===== src/rtl/gs_pipeline_ctrl.sv =====
// Hazard and sequencing controller for the 5-stage GS core.
// Produces the ID-stage operand forwarding selects and the IF/ID/EX halt and flush
// controls for load-use hazards, LSU waits and EX-resolved PC redirects. It also
// keeps saturating performance counters for stall cycles and accepted redirects.
module gs_pipeline_ctrl #(
  parameter int LOAD_STALL_CYCLES = 1,
  parameter int FLUSH_CYCLES      = 1,
  parameter int CNT_W             = 16
) (
  input  logic             clk,
  input  logic             rst,
  input  logic             id_valid_i,
  input  logic [4:0]       id_rs1_addr_i,
  input  logic [4:0]       id_rs2_addr_i,
  input  logic             ex_valid_i,
  input  logic             ex_RegWrite_i,
  input  logic             ex_MemRead_i,
  input  logic [4:0]       ex_rd_addr_i,
  input  logic [1:0]       ex_PCSrc_i,
  input  logic             wb_valid_i,
  input  logic             wb_RegWrite_i,
  input  logic [4:0]       wb_rd_addr_i,
  input  logic             lsu_busy_i,
  input  logic             perf_clr_i,
  output logic [1:0]       rs1_forward_sel_o,
  output logic [1:0]       rs2_forward_sel_o,
  output logic             halt_if_o,
  output logic             halt_id_o,
  output logic             halt_ex_o,
  output logic             flush_id_o,
  output logic             flush_ex_o,
  output logic             pc_redirect_o,
  output logic [CNT_W-1:0] stall_cnt_o,
  output logic [CNT_W-1:0] redirect_cnt_o
);

  typedef enum logic [1:0] {RUN, LSTALL, MWAIT, FLUSH} state_t;

  localparam logic [1:0] REG_NO_FORWARD = 2'd0;
  localparam logic [1:0] REG_EX_FORWARD = 2'd1;
  localparam logic [1:0] REG_WB_FORWARD = 2'd2;

  // Extra cycles spent in LSTALL / FLUSH after the cycle that detected the event.
  localparam logic [2:0] LOAD_RELOAD  = 3'(LOAD_STALL_CYCLES - 1);
  localparam logic [2:0] FLUSH_RELOAD = 3'(FLUSH_CYCLES - 1);

  state_t           state, state_nxt;
  logic [2:0]       cnt, cnt_nxt;
  logic [CNT_W-1:0] stall_cnt_q, redirect_cnt_q;

  logic ex_fwd_ok, wb_fwd_ok, lu_hit, rd_hit;

  // EX priority over WB; x0 is never a forwarding source.
  function automatic logic [1:0] fwd_sel(input logic [4:0] rs,
                                         input logic       ex_ok,
                                         input logic [4:0] ex_rd,
                                         input logic       wb_ok,
                                         input logic [4:0] wb_rd);
    if (ex_ok && ex_rd == rs)      return REG_EX_FORWARD;
    else if (wb_ok && wb_rd == rs) return REG_WB_FORWARD;
    else                           return REG_NO_FORWARD;
  endfunction

  // Counter increment that sticks at all-ones instead of wrapping.
  function automatic logic [CNT_W-1:0] sat_inc(input logic [CNT_W-1:0] v);
    return (&v) ? v : v + 1'b1;
  endfunction

  assign ex_fwd_ok = ex_valid_i && ex_RegWrite_i && !ex_MemRead_i && (ex_rd_addr_i != 5'd0);
  assign wb_fwd_ok = wb_valid_i && wb_RegWrite_i && (wb_rd_addr_i != 5'd0);
  assign lu_hit    = id_valid_i && ex_valid_i && ex_MemRead_i && (ex_rd_addr_i != 5'd0) &&
                     ((ex_rd_addr_i == id_rs1_addr_i) || (ex_rd_addr_i == id_rs2_addr_i));
  assign rd_hit    = ex_valid_i && (ex_PCSrc_i != 2'd0);

  // Next-state and Mealy controls; reset forces every output low in the same cycle.
  always_comb begin
    state_nxt         = state;
    cnt_nxt           = cnt;
    rs1_forward_sel_o = REG_NO_FORWARD;
    rs2_forward_sel_o = REG_NO_FORWARD;
    halt_if_o         = 1'b0;
    halt_id_o         = 1'b0;
    halt_ex_o         = 1'b0;
    flush_id_o        = 1'b0;
    flush_ex_o        = 1'b0;
    pc_redirect_o     = 1'b0;
    if (rst) begin
      state_nxt = RUN;
      cnt_nxt   = 3'd0;
    end else begin
      rs1_forward_sel_o = fwd_sel(id_rs1_addr_i, ex_fwd_ok, ex_rd_addr_i, wb_fwd_ok, wb_rd_addr_i);
      rs2_forward_sel_o = fwd_sel(id_rs2_addr_i, ex_fwd_ok, ex_rd_addr_i, wb_fwd_ok, wb_rd_addr_i);
      case (state)
        // MWAIT holds while the LSU is busy and otherwise behaves exactly like RUN,
        // so a redirect waiting in EX is accepted in the release cycle.
        RUN, MWAIT: begin
          if (lsu_busy_i) begin
            halt_if_o = 1'b1;
            halt_id_o = 1'b1;
            halt_ex_o = 1'b1;
            state_nxt = MWAIT;
          end else if (rd_hit) begin
            pc_redirect_o = 1'b1;
            flush_id_o    = 1'b1;
            flush_ex_o    = 1'b1;
            state_nxt     = (FLUSH_CYCLES > 1) ? FLUSH : RUN;
            cnt_nxt       = FLUSH_RELOAD;
          end else if (lu_hit) begin
            halt_if_o  = 1'b1;
            halt_id_o  = 1'b1;
            flush_ex_o = 1'b1;
            state_nxt  = (LOAD_STALL_CYCLES > 1) ? LSTALL : RUN;
            cnt_nxt    = LOAD_RELOAD;
          end else begin
            state_nxt = RUN;
          end
        end
        // A busy LSU preempts the load stall and discards the remaining count.
        LSTALL: begin
          if (lsu_busy_i) begin
            halt_if_o = 1'b1;
            halt_id_o = 1'b1;
            halt_ex_o = 1'b1;
            state_nxt = MWAIT;
            cnt_nxt   = 3'd0;
          end else begin
            halt_if_o  = 1'b1;
            halt_id_o  = 1'b1;
            flush_ex_o = 1'b1;
            if (cnt <= 3'd1) state_nxt = RUN;
            cnt_nxt = cnt - 3'd1;
          end
        end
        // EX is being squashed, so any redirect it shows is not genuine.
        FLUSH: begin
          flush_id_o = 1'b1;
          flush_ex_o = 1'b1;
          if (cnt <= 3'd1) state_nxt = RUN;
          cnt_nxt = cnt - 3'd1;
        end
        default: state_nxt = RUN;
      endcase
    end
  end

  // FSM state and remaining-cycle count.
  always_ff @(posedge clk) begin
    if (rst) begin
      state <= RUN;
      cnt   <= 3'd0;
    end else begin
      state <= state_nxt;
      cnt   <= cnt_nxt;
    end
  end

  // Saturating performance counters; a clear beats a same-cycle increment.
  always_ff @(posedge clk) begin
    if (rst || perf_clr_i) begin
      stall_cnt_q    <= '0;
      redirect_cnt_q <= '0;
    end else begin
      if (halt_id_o)     stall_cnt_q    <= sat_inc(stall_cnt_q);
      if (pc_redirect_o) redirect_cnt_q <= sat_inc(redirect_cnt_q);
    end
  end

  assign stall_cnt_o    = rst ? '0 : stall_cnt_q;
  assign redirect_cnt_o = rst ? '0 : redirect_cnt_q;

endmodule


===== config.mk =====
export PLATFORM = sky130hd
export DESIGN_NAME = gs_pipeline_ctrl
export DESIGN_NICKNAME = d
export VERILOG_FILES = /design/src/rtl/gs_pipeline_ctrl.sv
export SDC_FILE = /design/constraint.sdc
export NUM_CORES = 1
export LEC_CHECK = 0
export CAP_MARGIN = 15
export CORE_MARGIN = 1.5
export CORE_UTILIZATION = 51
export DETAILED_ROUTE_END_ITERATION = 8
export HOLD_SLACK_MARGIN = 0.12
export PLACE_DENSITY = 0.86
export SLEW_MARGIN = 20
export SYNTH_ARGS = -nofsm -noshare
export SYNTH_HDL_FRONTEND = slang
export SYNTH_SLANG_ARGS = --single-unit
export TNS_END_PERCENT = 10

===== constraint.sdc =====
create_clock -name clk -period 3.5 [get_ports clk]
set_input_delay 0.35 -clock clk [delete_from_list [all_inputs] [get_ports clk]]
set_output_delay 0.35 -clock clk [all_outputs]
set_load 0.005 [all_outputs]

Word-level counts from Yosys, hierarchy flattened
Cells that the tools add are included.

cells by class
  divide/modulo/power cells = 0
  reduce and logical (&&, ||, !) cells = 28
  shift operators = 0
  bitwise operators = 2
  multiplexer cells = 36
  $lt $le $gt $ge = 1
  add/subtract/negate cells = 3
  $mul = 0
  equality and inequality tests = 9

operators with widths
  cell                     count
  $add A16 B1 Y16 const B  2
  $mux W16                 2
  $reduce_and A16 Y1       2
  $eq A5 B5 Y1             4
  $mux W2                  9
  $mux W1                  16
  $logic_and A1 B1 Y1      14
  $mux W3                  4
  $reduce_bool A5 Y1       2
  $pmux W3 S3              1
  $pmux W2 S3              1
  $reduce_and A2 Y1        3
  $eq A2 B2 Y1 const B     2
  $pmux W1 S2              2
  $le A3 B1 Y1 const B     1
  $ne A3 B3 Y1 const B     1
  $pmux W1 S3              1
  $reduce_or A3 Y1         1
  $sub A3 B1 Y3 const B    1
  $eq A2 B1 Y1 const B     1
  $logic_not A2 Y1         1
  $logic_or A1 B1 Y1       2
  $ne A2 B2 Y1 const B     1
  $not A1 Y1               2
  3 further kinds          3

storage, ports and cells
  memories kept = 0
  memory bits (read-only) = 0
  bits of input ports = 32
  logic and storage cells = 83
  output and inout bits = 42
  register bits after elaboration = 37
  latch bits = 0
  RAM bits = 0

Longest topological paths before layout
Gate-level depths: netlist (run 1).

  depth in word-level cells = 10
  gate-level depth with buffers = 9
  gate-level depth less buffers = 8

Worst setup path after synthesis (run 1)
Ideal clock, no wire load.

  path kind = input -> output
  start = in ex_rd_addr_i[1]
  end = out halt_if_o
  arrival = 1619 ps
  stages = 6
  slack = 1531 ps
  data required time = 3150 ps
  path buffers = 1
  cells stage by stage = or4_1 -> o2111ai_1 -> nor3b_2 -> o21ai_4 -> nand2_1 -> buf_4

between the ends
  cells in the longest elaborated chain, start to end = 8
  elaborated cells between the ends (all ways) = 11
  those cells by class = eq/ne: 2; mux: 5; reduce/logical: 4

ends and longest elaborated chain
  what                                                       line    text
  start, declared                                            18      input logic [4:0] ex_rd_addr_i,
  $eq A5 B5 Y1 or $reduce_bool A5 Y1 (tied branches)         72, 71
  $logic_or A1 B1 Y1 or $logic_and A1 B1 Y1 (tied branches)  72, 71
  $logic_and A1 B1 Y1 *                                      71      assign lu_hit = id_valid_i && ex_valid_i && ex_MemRead_i && (ex_rd_addr_i != 5'd0) &&
  $mux W1 * (3 in series)                                    --
  $pmux W1 S2 *                                              --
  $mux W1 *                                                  --
  end, declared                                              27      output logic halt_if_o,

Every way passes the cells marked *; elsewhere a longest branch is shown, timed or not.

Final worst setup path (run 1)
  start = in ex_rd_addr_i[1]
  end = out flush_ex_o

between the ends
  cells in the longest elaborated chain, start to end = 8
  elaborated cells between the ends (all ways) = 11
  those cells by class = eq/ne: 2; mux: 5; reduce/logical: 4

ends and longest elaborated chain
  what                                                       line    text
  $eq A5 B5 Y1 or $reduce_bool A5 Y1 (tied branches)         72, 71
  $logic_or A1 B1 Y1 or $logic_and A1 B1 Y1 (tied branches)  72, 71
  $logic_and A1 B1 Y1 *                                      71
  $mux W1 *                                                  108     end else if (lu_hit) begin
  $mux W1 *                                                  102     end else if (rd_hit) begin
  $mux W1 *                                                  97      if (lsu_busy_i) begin
  $pmux W1 S3 *                                              93      case (state)
  $mux W1 *                                                  87      if (rst) begin
  end, declared                                              31      output logic flush_ex_o,

Marks and branches as above.

==> run_summary.xml, run 1 <==
<?xml version="1.0" encoding="UTF-8"?>
<metrics>
  <group name="timing">
    <metric name="final-max-slew-violation-count" unit="">0</metric>
    <metric name="timing.max_slew.rel_slack" unit="%">43.35</metric>
    <metric name="clock.fmax" unit="MHz">340.3</metric>
    <metric name="clock_skew" unit="ps">8.598</metric>
    <metric name="period_minus_slack" unit="ps">2939</metric>
    <metric name="rsz0062_at_grt" unit="">no</metric>
    <metric name="worst_slack" unit="ps">561.3</metric>
    <metric name="worst-slew-pin-transition" unit="ps">849.8</metric>
    <metric name="tns" unit="ps">0</metric>
    <metric name="fin_crit_sh" unit="%">83.96</metric>
    <metric name="finalSetupViolCount" unit="">0</metric>
    <metric name="final_hold_violation_count" unit="">0</metric>
  </group>
  <group name="cts">
    <metric name="tritoncts" unit="">yes</metric>
    <metric name="cts-buffers-inserted" unit="">5</metric>
    <metric name="cts.repair.resized" unit="">0</metric>
    <metric name="clock_path_buffers" unit="">2</metric>
    <metric name="path_clk_slew" unit="ps">70</metric>
    <metric name="cts_sinks" unit="">37</metric>
    <metric name="clock_tree.htree_level_count" unit="">2</metric>
    <metric name="clkLatencyLatePin" unit="ps">280</metric>
    <metric name="cts.repair_timing.setup_buffer_count" unit="">0</metric>
    <metric name="clock-root-buffer" unit="">sky130_fd_sc_hd__clkbuf_8</metric>
    <metric name="cts.hold.buffers_added" unit="">0</metric>
  </group>
  <group name="pwr">
    <metric name="p_leak" unit="nW">1.119</metric>
    <metric name="p_per_area" unit="nW/um^2">264.6</metric>
    <metric name="vdd_ir_drop_max" unit="uV">171.4</metric>
    <metric name="totalPowerFinal" unit="uW">854.5</metric>
  </group>
  <group name="final_layout">
    <metric name="drive_gt1_share" unit="%">5.753</metric>
    <metric name="finalNetCount" unit="">401</metric>
    <metric name="syn_to_final_growth" unit="%">34.57</metric>
    <metric name="antennaDiodeCount" unit="">0</metric>
  </group>
  <group name="synthesis">
    <metric name="ys_warn_count" unit="">0</metric>
    <metric name="synth.area.top_cells" unit="">sky130_fd_sc_hd__dfxtp_1, sky130_fd_sc_hd__nor2b_1, sky130_fd_sc_hd__xnor2_1</metric>
    <metric name="post-synth-top-area-fraction" unit="%">30.87</metric>
    <metric name="muxShareOfSynthArea" unit="%">1.668</metric>
    <metric name="synth-adder-area-share" unit="%">2.086</metric>
    <metric name="netlist.top_cell.by_area" unit="">sky130_fd_sc_hd__dfxtp_1</metric>
    <metric name="count_of_flip_flops_with_a_built_in_enable_after_synthesis" unit="">0</metric>
    <metric name="yosys.area_share.simple" unit="%">34.93</metric>
    <metric name="synth_top_family_by_area" unit="">simple AND/OR/NAND/NOR gates</metric>
    <metric name="synth_xor_area_share" unit="%">14.96</metric>
    <metric name="syn-mean-instance-area" unit="um^2">8.080</metric>
    <metric name="compound_gate_fraction_of_synth_area" unit="%">12.72</metric>
    <metric name="synth_async_sr_flop_share" unit="%">0</metric>
    <metric name="netlist_area" unit="um^2">2400</metric>
    <metric name="netlist_top_cells_count" unit="">sky130_fd_sc_hd__nor2_1, sky130_fd_sc_hd__dfxtp_1, sky130_fd_sc_hd__nor2b_1, sky130_fd_sc_hd__nand2_1, sky130_fd_sc_hd__xnor2_1</metric>
    <metric name="ys.flop_type" unit="">sky130_fd_sc_hd__dfxtp_1</metric>
    <metric name="seq_area_frac_synth" unit="%">30.87</metric>
    <metric name="ys_seq_elements" unit="">37</metric>
    <metric name="yosysUniqueCellTypes" unit="">47</metric>
    <metric name="yosysMostFrequentCell" unit="">sky130_fd_sc_hd__nor2_1</metric>
    <metric name="mappedNetlistNets" unit="">333</metric>
    <metric name="post_synth_inst_count" unit="">297</metric>
  </group>
  <group name="setup_path">
    <metric name="worst-endpoint-required" unit="ps">3150</metric>
    <metric name="crit_fanout" unit="">4</metric>
    <metric name="startpoint_type" unit="">primary input</metric>
    <metric name="category_of_the_critical_setup_timing_path" unit="">primary input to output pin</metric>
    <metric name="arrival" unit="ps">2590</metric>
    <metric name="rr_worst_depth" unit="">7</metric>
    <metric name="crit_path_end_kind" unit="">output pin</metric>
  </group>
  <group name="floorplanning">
    <metric name="ios" unit="">74</metric>
    <metric name="die_h" unit="um">71.60</metric>
    <metric name="placementRows" unit="">24</metric>
    <metric name="core-area" unit="um^2">4444</metric>
    <metric name="fp.dieW" unit="um">71.60</metric>
    <metric name="die_area" unit="um^2">5126</metric>
    <metric name="initial_core_util" unit="%">54.00</metric>
  </group>
  <group name="job">
    <metric name="drv.max_cap_violation_count" unit="">0</metric>
  </group>
  <group name="placed_design">
    <metric name="placement.io_buffers" unit="">73</metric>
    <metric name="routability_cong" unit="">0.8296</metric>
    <metric name="dpl_worst_slack" unit="ps">572.4</metric>
    <metric name="place.detailed.hpwl" unit="mm">4.420</metric>
  </group>
  <group name="global_routing">
    <metric name="grt_pass1_wl" unit="mm">10.05</metric>
    <metric name="grt_remaining_overflow" unit="">0</metric>
    <metric name="antenna_found_initial" unit="">0</metric>
    <metric name="globalRouteTotalUtil" unit="%">24.15</metric>
    <metric name="grt_pass1_vias" unit="">2193</metric>
    <metric name="grt_max_degree" unit="">52</metric>
  </group>
  <group name="worst_hold_path">
    <metric name="timing.hold.worst.class" unit="">flip-flop to flip-flop</metric>
    <metric name="hold-path-cell-count" unit="">1</metric>
  </group>
  <group name="route">
    <metric name="drt_iter0_markers" unit="">226</metric>
    <metric name="detail_route.wl_per_cell" unit="um">14.24</metric>
    <metric name="total_routed_wirelength" unit="mm">5.936</metric>
    <metric name="vias" unit="">2359</metric>
    <metric name="drc" unit="">4</metric>
    <metric name="drt_pass1_iterations" unit="">6</metric>
    <metric name="ant_nets" unit="">0</metric>
    <metric name="viasPerCell" unit="">5.657</metric>
  </group>
  <group name="run_status">
    <metric name="violations" unit="">DRC</metric>
    <metric name="status" unit="">complete, but fails checks</metric>
  </group>
</metrics>
-- stage by stage --
stage	area, um^2	utilization [%]	std cells	hold WS, ps
finish	3229	72.66	417	509.2
global route	3229	72.66	417	515.0
CTS	3229	72.66	417	496.1
detailed placement	3139	70.64	410	483.6
global placement	3139	70.64	410	452.1
floorplan	2400	-	297	439.4
-- routing by layer --
metal | global-route usage, % | up-vias | routed length (um)
met5 | 0 | - | 0
met4 | 7.338 | 0 | 89
li1 | - | 1173 | -
met2 | 39.67 | 80 | 2958
met1 | 31.69 | 1096 | 2517
met3 | 5.767 | 10 | 371
-- path summary, 6_finish.rpt --
kind,startpoint,end,slack [ps]
worst max-delay path,ex_rd_addr_i[1],flush_ex_o,560
worst min-delay path,cnt[2],cnt[2],510
worst max register to register,stall_cnt_q[6],stall_cnt_q[7],1500
worst min register to register,cnt[2],cnt[2],510
-- cell families after synthesis --
group / after synthesis
simple gates: 154
compound gates: 41
xor+xnor: 41
flops: 37
buf+inv: 16
mux: 4
fa+ha+maj: 4
-- sequential cells by signal (all words and copies together) (netlist names) --
| name | count |
|---|---|
| cnt | 3 |
| redirect_cnt_q | 16 |
| stall_cnt_q | 16 |
| state | 2 |
-- worst max-delay path: stages --
cell	delay, ps
sky130_fd_sc_hd__clkdlybuf4s50_1	470
sky130_fd_sc_hd__or4_1	570
sky130_fd_sc_hd__o2111ai_1	260
sky130_fd_sc_hd__o21bai_1	160
sky130_fd_sc_hd__a21o_1	200
sky130_fd_sc_hd__a21oi_1	90
sky130_fd_sc_hd__clkdlybuf4s50_1	490
-- layout make-up --
type / instances / area (um^2)
fillers: 371 / 1215
flip-flops and latches: 37 / 740.7
clock inverters: 1 / 7.507
multi-input cells: 244 / 1593
well taps: 52 / 65.06
repair buffers: 73 / 725.7
clock buffers: 6 / 82.58
inverters: 4 / 15.01
-- cells in the final DEF, fill, tap and decap left out, types with 5 or more instances in the layout --
| cell type | n |
|---|---|
| sky130_fd_sc_hd__clkdlybuf4s50_1 | 72 |
| sky130_fd_sc_hd__nor2_1 | 38 |
| sky130_fd_sc_hd__dfxtp_1 | 37 |
| sky130_fd_sc_hd__nor2b_1 | 32 |
| sky130_fd_sc_hd__nand2_1 | 26 |
| sky130_fd_sc_hd__xnor2_1 | 21 |
| sky130_fd_sc_hd__xor2_1 | 20 |
| sky130_fd_sc_hd__a21oi_1 | 15 |
| sky130_fd_sc_hd__nand3_1 | 10 |
| sky130_fd_sc_hd__nand4_1 | 9 |
| sky130_fd_sc_hd__and3_1 | 8 |
| sky130_fd_sc_hd__or3_1 | 7 |
| sky130_fd_sc_hd__clkbuf_8 | 6 |
| sky130_fd_sc_hd__nor3_1 | 5 |
| sky130_fd_sc_hd__and4_1 | 5 |
-- report_power, final --
part | total, mW | switching [mW] | leakage (nW) | internal (mW)
clock network | 0.304 | 0.149 | 0.0433 | 0.156
registers | 0.425 | 0.00219 | 0.298 | 0.423
logic | 0.125 | 0.0626 | 0.778 | 0.0627
total | 0.854 | 0.213 | 1.12 | 0.641
No activity file was read; power rests on OpenSTA's default activity.
==> inputs of run 2 (changes only) <==
--- a/config.mk
+++ b/config.mk
@@ -7,10 +7,10 @@
 export LEC_CHECK = 0
 export CAP_MARGIN = 15
 export CORE_MARGIN = 1.5
-export CORE_UTILIZATION = 51
+export CORE_UTILIZATION = 43
 export DETAILED_ROUTE_END_ITERATION = 8
 export HOLD_SLACK_MARGIN = 0.12
-export PLACE_DENSITY = 0.86
+export PLACE_DENSITY = 0.77
 export SLEW_MARGIN = 20
 export SYNTH_ARGS = -nofsm -noshare
 export SYNTH_HDL_FRONTEND = slang
==> constraint.sdc (replaced) <==
create_clock -name clk -period 2.55 [get_ports clk]
set_input_delay 0.255 -clock clk [delete_from_list [all_inputs] [get_ports clk]]
set_output_delay 0.255 -clock clk [all_outputs]
set_load 0.005 [all_outputs]
==> run 2 against run 1 <==
  * The flow now finishes without violations
  * Sequential power rose by 37%
  * Sequential share of layout area is 1.3 points lower
  * Highest routed layer unchanged
  * Final area grew 6.0%
==> run_summary.xml, run 2 (same netlist as run 1, synthesis figures left out) <==
<?xml version="1.0" encoding="UTF-8"?>
<metrics>
  <group name="cts">
    <metric name="tritoncts" unit="">yes</metric>
    <metric name="clock_tree.htree_level_count" unit="">2</metric>
    <metric name="clock-root-buffer" unit="">sky130_fd_sc_hd__clkbuf_8</metric>
    <metric name="cts.hold.buffers_added" unit="">0</metric>
    <metric name="cts-buffers-inserted" unit="">5</metric>
    <metric name="clock_path_buffers" unit="">2</metric>
    <metric name="cts_sinks" unit="">37</metric>
    <metric name="path_clk_slew" unit="ps">80</metric>
    <metric name="clkLatencyLatePin" unit="ps">290</metric>
  </group>
  <group name="setup_path">
    <metric name="regToRegSetupSlack" unit="ps">580</metric>
    <metric name="arrival" unit="ps">2290</metric>
    <metric name="worst-endpoint-required" unit="ps">2300</metric>
    <metric name="worstReg2RegStart" unit="">stall_cnt_q[6]</metric>
    <metric name="rr_worst_depth" unit="">7</metric>
    <metric name="crit_path_end_kind" unit="">output pin</metric>
    <metric name="startpoint_type" unit="">primary input</metric>
    <metric name="r2r-end" unit="">stall_cnt_q[7]</metric>
    <metric name="crit_fanout" unit="">2</metric>
    <metric name="category_of_the_critical_setup_timing_path" unit="">primary input to output pin</metric>
  </group>
  <group name="worst_hold_path">
    <metric name="hold_end" unit="">state[0]</metric>
    <metric name="timing.hold.worst.class" unit="">primary input to flip-flop</metric>
    <metric name="holdCritStartpoint" unit="">rst</metric>
    <metric name="hold-path-cell-count" unit="">3</metric>
  </group>
  <group name="job">
    <metric name="drv.max_cap_violation_count" unit="">0</metric>
  </group>
  <group name="final_layout">
    <metric name="fill_cells" unit="">475</metric>
    <metric name="commonest_cells_after_routing_fill_and_taps_aside" unit="">sky130_fd_sc_hd__clkdlybuf4s50_1, sky130_fd_sc_hd__nor2_1, sky130_fd_sc_hd__dfxtp_1</metric>
    <metric name="drive_gt1_share" unit="%">11.66</metric>
    <metric name="antennaDiodeCount" unit="">0</metric>
    <metric name="finish.instance_area" unit="um^2">3422</metric>
    <metric name="final_cell_count_no_fill" unit="">458</metric>
    <metric name="final_common_cell" unit="">sky130_fd_sc_hd__clkdlybuf4s50_1</metric>
    <metric name="multi_input_combinational_cell_area" unit="um^2">1610</metric>
    <metric name="finalNetCount" unit="">421</metric>
    <metric name="layout.area.seq" unit="um^2">740.7</metric>
    <metric name="syn_to_final_growth" unit="%">42.60</metric>
    <metric name="biggestRegsByFlops" unit="">redirect_cnt_q (16), stall_cnt_q (16), cnt (3)</metric>
    <metric name="postLayoutCoreUtil" unit="%">62.92</metric>
  </group>
  <group name="global_routing">
    <metric name="grt_max_degree" unit="">23</metric>
    <metric name="grt_pass1_wl" unit="mm">9.901</metric>
    <metric name="antenna_found_initial" unit="">0</metric>
    <metric name="globalRouteTotalUtil" unit="%">19.87</metric>
    <metric name="grt_remaining_overflow" unit="">0</metric>
    <metric name="grt_pass1_vias" unit="">2242</metric>
  </group>
  <group name="timing">
    <metric name="clock.fmax" unit="MHz">393.5</metric>
    <metric name="hold_slack" unit="ps">355.8</metric>
    <metric name="rsz0062_at_grt" unit="">yes</metric>
    <metric name="clock_skew" unit="ps">3.890</metric>
    <metric name="timing.max_slew.rel_slack" unit="%">60.61</metric>
    <metric name="worst_slack" unit="ps">8.841</metric>
    <metric name="finalSetupViolCount" unit="">0</metric>
    <metric name="final_hold_violation_count" unit="">0</metric>
    <metric name="worst-slew-pin-transition" unit="ps">588.6</metric>
    <metric name="final-max-slew-violation-count" unit="">0</metric>
    <metric name="tns" unit="ps">0</metric>
    <metric name="period_minus_slack" unit="ps">2541</metric>
    <metric name="fin_crit_sh" unit="%">99.65</metric>
  </group>
  <group name="route">
    <metric name="ant_nets" unit="">0</metric>
    <metric name="drt_iter0_markers" unit="">115</metric>
    <metric name="drc" unit="">0</metric>
    <metric name="vias" unit="">2378</metric>
    <metric name="total_routed_wirelength" unit="mm">5.718</metric>
    <metric name="drt_pass1_iterations" unit="">4</metric>
    <metric name="detail_route.wl_per_cell" unit="um">12.48</metric>
    <metric name="viasPerCell" unit="">5.192</metric>
  </group>
  <group name="pwr">
    <metric name="p_leak" unit="nW">1.257</metric>
    <metric name="vdd_ir_drop_max" unit="uV">205.5</metric>
    <metric name="totalPowerFinal" unit="mW">1.179</metric>
    <metric name="p_per_area" unit="nW/um^2">344.6</metric>
  </group>
  <group name="floorplanning">
    <metric name="fp.dieW" unit="um">77.71</metric>
    <metric name="core-area" unit="um^2">5439</metric>
    <metric name="initial_core_util" unit="%">44.12</metric>
    <metric name="die_area" unit="um^2">6038</metric>
    <metric name="placementRows" unit="">27</metric>
    <metric name="die_h" unit="um">77.71</metric>
    <metric name="ios" unit="">74</metric>
  </group>
  <group name="placed_design">
    <metric name="dp.cells" unit="">450</metric>
    <metric name="placed_area" unit="um^2">3314</metric>
    <metric name="routability_cong" unit="">0.8453</metric>
    <metric name="place.detailed.hpwl" unit="mm">4.391</metric>
    <metric name="dpl_worst_slack" unit="ps">-108.5</metric>
    <metric name="placement.io_buffers" unit="">73</metric>
  </group>
  <group name="run_status">
    <metric name="status" unit="">finished, final reports clean</metric>
  </group>
</metrics>
run 2: changes by cell type in the layout (fill, tap and decap cells not counted), sizes merged:
| cell | change |
|---|---|
| clkbuf | -1 |
| dlygate4sd2 | +1 |
| dlymetal6s2s | +2 |
| clkinv | +2 |
| buf | +20 |
| clkdlybuf4s50 | -3 |
run 2: worst max-delay path, stage by stage:
cell	delay, ps
sky130_fd_sc_hd__clkdlybuf4s50_1	430
sky130_fd_sc_hd__or4_1	550
sky130_fd_sc_hd__o2111ai_2	220
sky130_fd_sc_hd__buf_4	150
sky130_fd_sc_hd__nor3b_2	40
sky130_fd_sc_hd__o21ai_4	70
sky130_fd_sc_hd__nand2_1	100
sky130_fd_sc_hd__clkdlybuf4s50_1	460
run 2: cell type report:
cell class              instances  share of cell area [%]
well taps                      72                   2.633
multi-input cells             244                   47.06
clock inverters                 3                  0.5119
flip-flops and latches         37                   21.65
repair buffers                 93                   25.70
inverters                       4                  0.4388
clock buffers                   5                   2.011
run 2: timing repair:
item / CTS / global route
pin swaps: 1 / 4
setup endpoints to repair: 4 / 6
resized for setup: 3 / 4
buffers inserted: 0 / 0
run 2: routing by layer:
metal	up-vias	GRT usage (%)	wire, um
met5	-	0	0
met4	0	6.182	89
met3	13	4.471	337
met2	82	34.87	2811
met1	1072	23.90	2480
li1	1211	-	-
run 2: worst max path at each step:
stage / startpoint / to / cells past startpoint
global route: ex_rd_addr_i[2] / halt_id_o / 8
CTS: ex_rd_addr_i[2] / halt_id_o / 8
finish: ex_rd_addr_i[2] / halt_if_o / 8
detailed placement: ex_rd_addr_i[2] / rs2_forward_sel_o[1] / 6
floorplan: ex_rd_addr_i[1] / halt_if_o / 6
global placement: ex_rd_addr_i[1] / rs2_forward_sel_o[1] / 6
run 2: power by group:
group	leakage (nW)	switching, mW	internal, mW
clock network	0.0439	0.216	0.189
registers	0.298	0.00305	0.580
logic	0.914	0.0902	0.101
==> inputs of run 3 (changes only) <==
--- a/config.mk
+++ b/config.mk
@@ -7,10 +7,11 @@
 export LEC_CHECK = 0
 export CAP_MARGIN = 15
 export CORE_MARGIN = 1.5
-export CORE_UTILIZATION = 43
+export CORE_UTILIZATION = 44
+export CTS_BUF_LIST = sky130_fd_sc_hd__clkbuf_4
 export DETAILED_ROUTE_END_ITERATION = 8
 export HOLD_SLACK_MARGIN = 0.12
-export PLACE_DENSITY = 0.77
+export PLACE_DENSITY = 0.79
 export SLEW_MARGIN = 20
 export SYNTH_ARGS = -nofsm -noshare
 export SYNTH_HDL_FRONTEND = slang
==> run 3 against run 2 <==
  * Maximum frequency is 2.4% higher
  * Non-clock buffer count stayed put
  * Clock skew is 13 ps higher
  * Global-route usage is 0.49 points higher
  * Die area is 2.2% lower
  * Largest cell class unchanged
  * Largest power group unchanged
==> run_summary.xml, run 3 (same netlist as run 1, synthesis figures left out) <==
<?xml version="1.0" encoding="UTF-8"?>
<metrics>
  <group name="route">
    <metric name="drt_iter0_markers" unit="">104</metric>
    <metric name="ant_nets" unit="">0</metric>
    <metric name="vias" unit="">2365</metric>
    <metric name="drt_pass1_iterations" unit="">4</metric>
    <metric name="detail_route.wl_per_cell" unit="um">12.98</metric>
    <metric name="drc" unit="">0</metric>
    <metric name="viasPerCell" unit="">5.186</metric>
    <metric name="total_routed_wirelength" unit="mm">5.920</metric>
  </group>
  <group name="setup_path">
    <metric name="worst-endpoint-required" unit="ps">2300</metric>
    <metric name="path_delay_family" unit="">simple AND/OR/NAND/NOR gates</metric>
    <metric name="critical-path-slowest-cell" unit="">sky130_fd_sc_hd__or4_4</metric>
    <metric name="crit_path_end_kind" unit="">output pin</metric>
    <metric name="cpPeakStageDelay" unit="ps">560</metric>
    <metric name="cp_cell_sequence" unit="">clkdlybuf4s50_1 -&gt; or4_4 -&gt; nor2_1 -&gt; nor3_1 -&gt; a2111oi_0 -&gt; dlygate4sd2_1</metric>
    <metric name="arrival" unit="ps">2230</metric>
    <metric name="worstReg2RegStart" unit="">state[0]</metric>
    <metric name="path_buf_inv" unit="">2</metric>
    <metric name="category_of_the_critical_setup_timing_path" unit="">primary input to output pin</metric>
    <metric name="regToRegSetupSlack" unit="ps">580</metric>
    <metric name="worst_setup_path_startpoint" unit="">ex_rd_addr_i[1]</metric>
    <metric name="r2r-end" unit="">stall_cnt_q[14]</metric>
    <metric name="worst_setup_ep" unit="">rs2_forward_sel_o[1]</metric>
    <metric name="rr_worst_depth" unit="">7</metric>
    <metric name="startpoint_type" unit="">primary input</metric>
    <metric name="crit_fanout" unit="">2</metric>
    <metric name="critical_path_depth" unit="">6</metric>
  </group>
  <group name="global_routing">
    <metric name="grt_remaining_overflow" unit="">0</metric>
    <metric name="globalRouteTotalUtil" unit="%">20.37</metric>
    <metric name="grt_pass1_vias" unit="">2305</metric>
    <metric name="grt_pass1_wl" unit="mm">9.977</metric>
    <metric name="grt_max_degree" unit="">49</metric>
    <metric name="antenna_found_initial" unit="">0</metric>
  </group>
  <group name="pwr">
    <metric name="vdd_ir_drop_max" unit="uV">243.4</metric>
    <metric name="p_leak" unit="nW">1.280</metric>
    <metric name="p_per_area" unit="nW/um^2">348.5</metric>
  </group>
  <group name="timing">
    <metric name="final_hold_violation_count" unit="">0</metric>
    <metric name="worst_slack" unit="ps">69.20</metric>
    <metric name="clock_skew" unit="ps">17.31</metric>
    <metric name="timing.max_slew.rel_slack" unit="%">60.67</metric>
    <metric name="fin_crit_sh" unit="%">97.29</metric>
    <metric name="period_minus_slack" unit="ps">2481</metric>
    <metric name="clock.fmax" unit="MHz">403.1</metric>
    <metric name="tns" unit="ps">0</metric>
    <metric name="rsz0062_at_grt" unit="">no</metric>
    <metric name="hold_slack" unit="ps">486.0</metric>
    <metric name="finalSetupViolCount" unit="">0</metric>
    <metric name="final-max-slew-violation-count" unit="">0</metric>
    <metric name="worst-slew-pin-transition" unit="ps">587.8</metric>
  </group>
  <group name="placed_design">
    <metric name="placed_area" unit="um^2">3329</metric>
    <metric name="place.detailed.hpwl" unit="mm">4.453</metric>
    <metric name="placement.io_buffers" unit="">73</metric>
    <metric name="dp.cells" unit="">448</metric>
    <metric name="routability_cong" unit="">0.8935</metric>
    <metric name="dpl_worst_slack" unit="ps">-201.7</metric>
  </group>
  <group name="floorplanning">
    <metric name="die_area" unit="um^2">5906</metric>
    <metric name="initial_core_util" unit="%">46.40</metric>
    <metric name="fp.dieW" unit="um">76.85</metric>
    <metric name="ios" unit="">74</metric>
    <metric name="die_h" unit="um">76.85</metric>
    <metric name="placementRows" unit="">26</metric>
    <metric name="core-area" unit="um^2">5172</metric>
  </group>
  <group name="final_layout">
    <metric name="drive_gt1_share" unit="%">11.40</metric>
    <metric name="finalNetCount" unit="">421</metric>
    <metric name="antennaDiodeCount" unit="">0</metric>
    <metric name="commonest_cells_after_routing_fill_and_taps_aside" unit="">sky130_fd_sc_hd__clkdlybuf4s50_1, sky130_fd_sc_hd__nor2_1, sky130_fd_sc_hd__dfxtp_1</metric>
    <metric name="finish.instance_area" unit="um^2">3431</metric>
    <metric name="final_common_cell" unit="">sky130_fd_sc_hd__clkdlybuf4s50_1</metric>
    <metric name="syn_to_final_growth" unit="%">42.96</metric>
    <metric name="biggestRegsByFlops" unit="">redirect_cnt_q (16), stall_cnt_q (16), cnt (3)</metric>
    <metric name="final_cell_count_no_fill" unit="">456</metric>
    <metric name="fill_cells" unit="">438</metric>
  </group>
  <group name="worst_hold_path">
    <metric name="holdCritStartpoint" unit="">cnt[2]</metric>
    <metric name="timing.hold.worst.class" unit="">flip-flop to flip-flop</metric>
  </group>
  <group name="cts">
    <metric name="clock_tree.htree_level_count" unit="">2</metric>
    <metric name="path_clk_slew" unit="ps">110</metric>
    <metric name="cts.hold.buffers_added" unit="">0</metric>
    <metric name="clock-root-buffer" unit="">sky130_fd_sc_hd__clkbuf_4</metric>
    <metric name="cts_sinks" unit="">37</metric>
    <metric name="clock_path_buffers" unit="">2</metric>
    <metric name="cts-buffers-inserted" unit="">5</metric>
    <metric name="clkLatencyLatePin" unit="ps">340</metric>
    <metric name="tritoncts" unit="">yes</metric>
  </group>
  <group name="job">
    <metric name="drv.max_cap_violation_count" unit="">0</metric>
  </group>
  <group name="run_status">
    <metric name="status" unit="">finished, final reports clean</metric>
  </group>
</metrics>
-- run 3: power by group --
part           internal, mW  switching (mW)  total, mW  leakage, nW
sequential            0.581         0.00310      0.584        0.298
clock                 0.208           0.208      0.416       0.0414
combinational         0.104          0.0919      0.196        0.940
-- run 3: how the worst min path moves through the flow --
stage                     end  slack [ps]  depth (start not counted)
6_report               cnt[2]         490                          1
5_1_grt                cnt[2]         520                          1
4_1_cts                cnt[2]         490                          1
3_5_place_dp           cnt[2]         470                          1
3_3_place_gp           cnt[2]         450                          1
2_1_floorplan  stall_cnt_q[9]         430                          2
-- run 3: area by class of cell --
type	count	area [um^2]	share of cell area, %
Clock buffer	5	37.54	1.094
Clock inverter	3	46.29	1.349
Inverter	4	15.01	0.4376
Multi-Input combinational cell	244	1605	46.79
Sequential cell	37	740.7	21.59
Tap cell	70	87.58	2.553
Timing Repair Buffer	93	898.4	26.19
-- run 3: worst reg2reg max path, stage by stage, from the launching register on --
cell and delay, ps:
sky130_fd_sc_hd__dfxtp_1 550, sky130_fd_sc_hd__nor3_1 140, sky130_fd_sc_hd__nor3b_2 240, sky130_fd_sc_hd__o21ai_4 90, sky130_fd_sc_hd__buf_4 180, sky130_fd_sc_hd__a21o_4 240, sky130_fd_sc_hd__or3_1 340, sky130_fd_sc_hd__a21oi_1 140
-- run 3: through the flow --
step | power, mW | utilization (%)
2_1_floorplan | 0.6830 | -
3_3_place_gp | 0.7875 | 64.37
3_5_place_dp | 0.7909 | 64.37
4_1_cts | 1.205 | 66.13
5_1_grt | 1.255 | 66.33
6_report | 1.196 | 66.33
-- run 3: what timing repair did --
item                                    CTS  global route
setup buffers                             0             0
pin swaps                                 2             1
endpoints found under the setup margin    4             3
resized for setup                         4             4
-- run 3: metal layers --
metal	track usage, %	part of all wire [%]	vias to the layer above
met3	4.286	4.9	8
li1	-	-	1212
met2	34.69	47	71
met4	6.667	1.4	0
met1	25.44	46	1074
met5	0	0	-
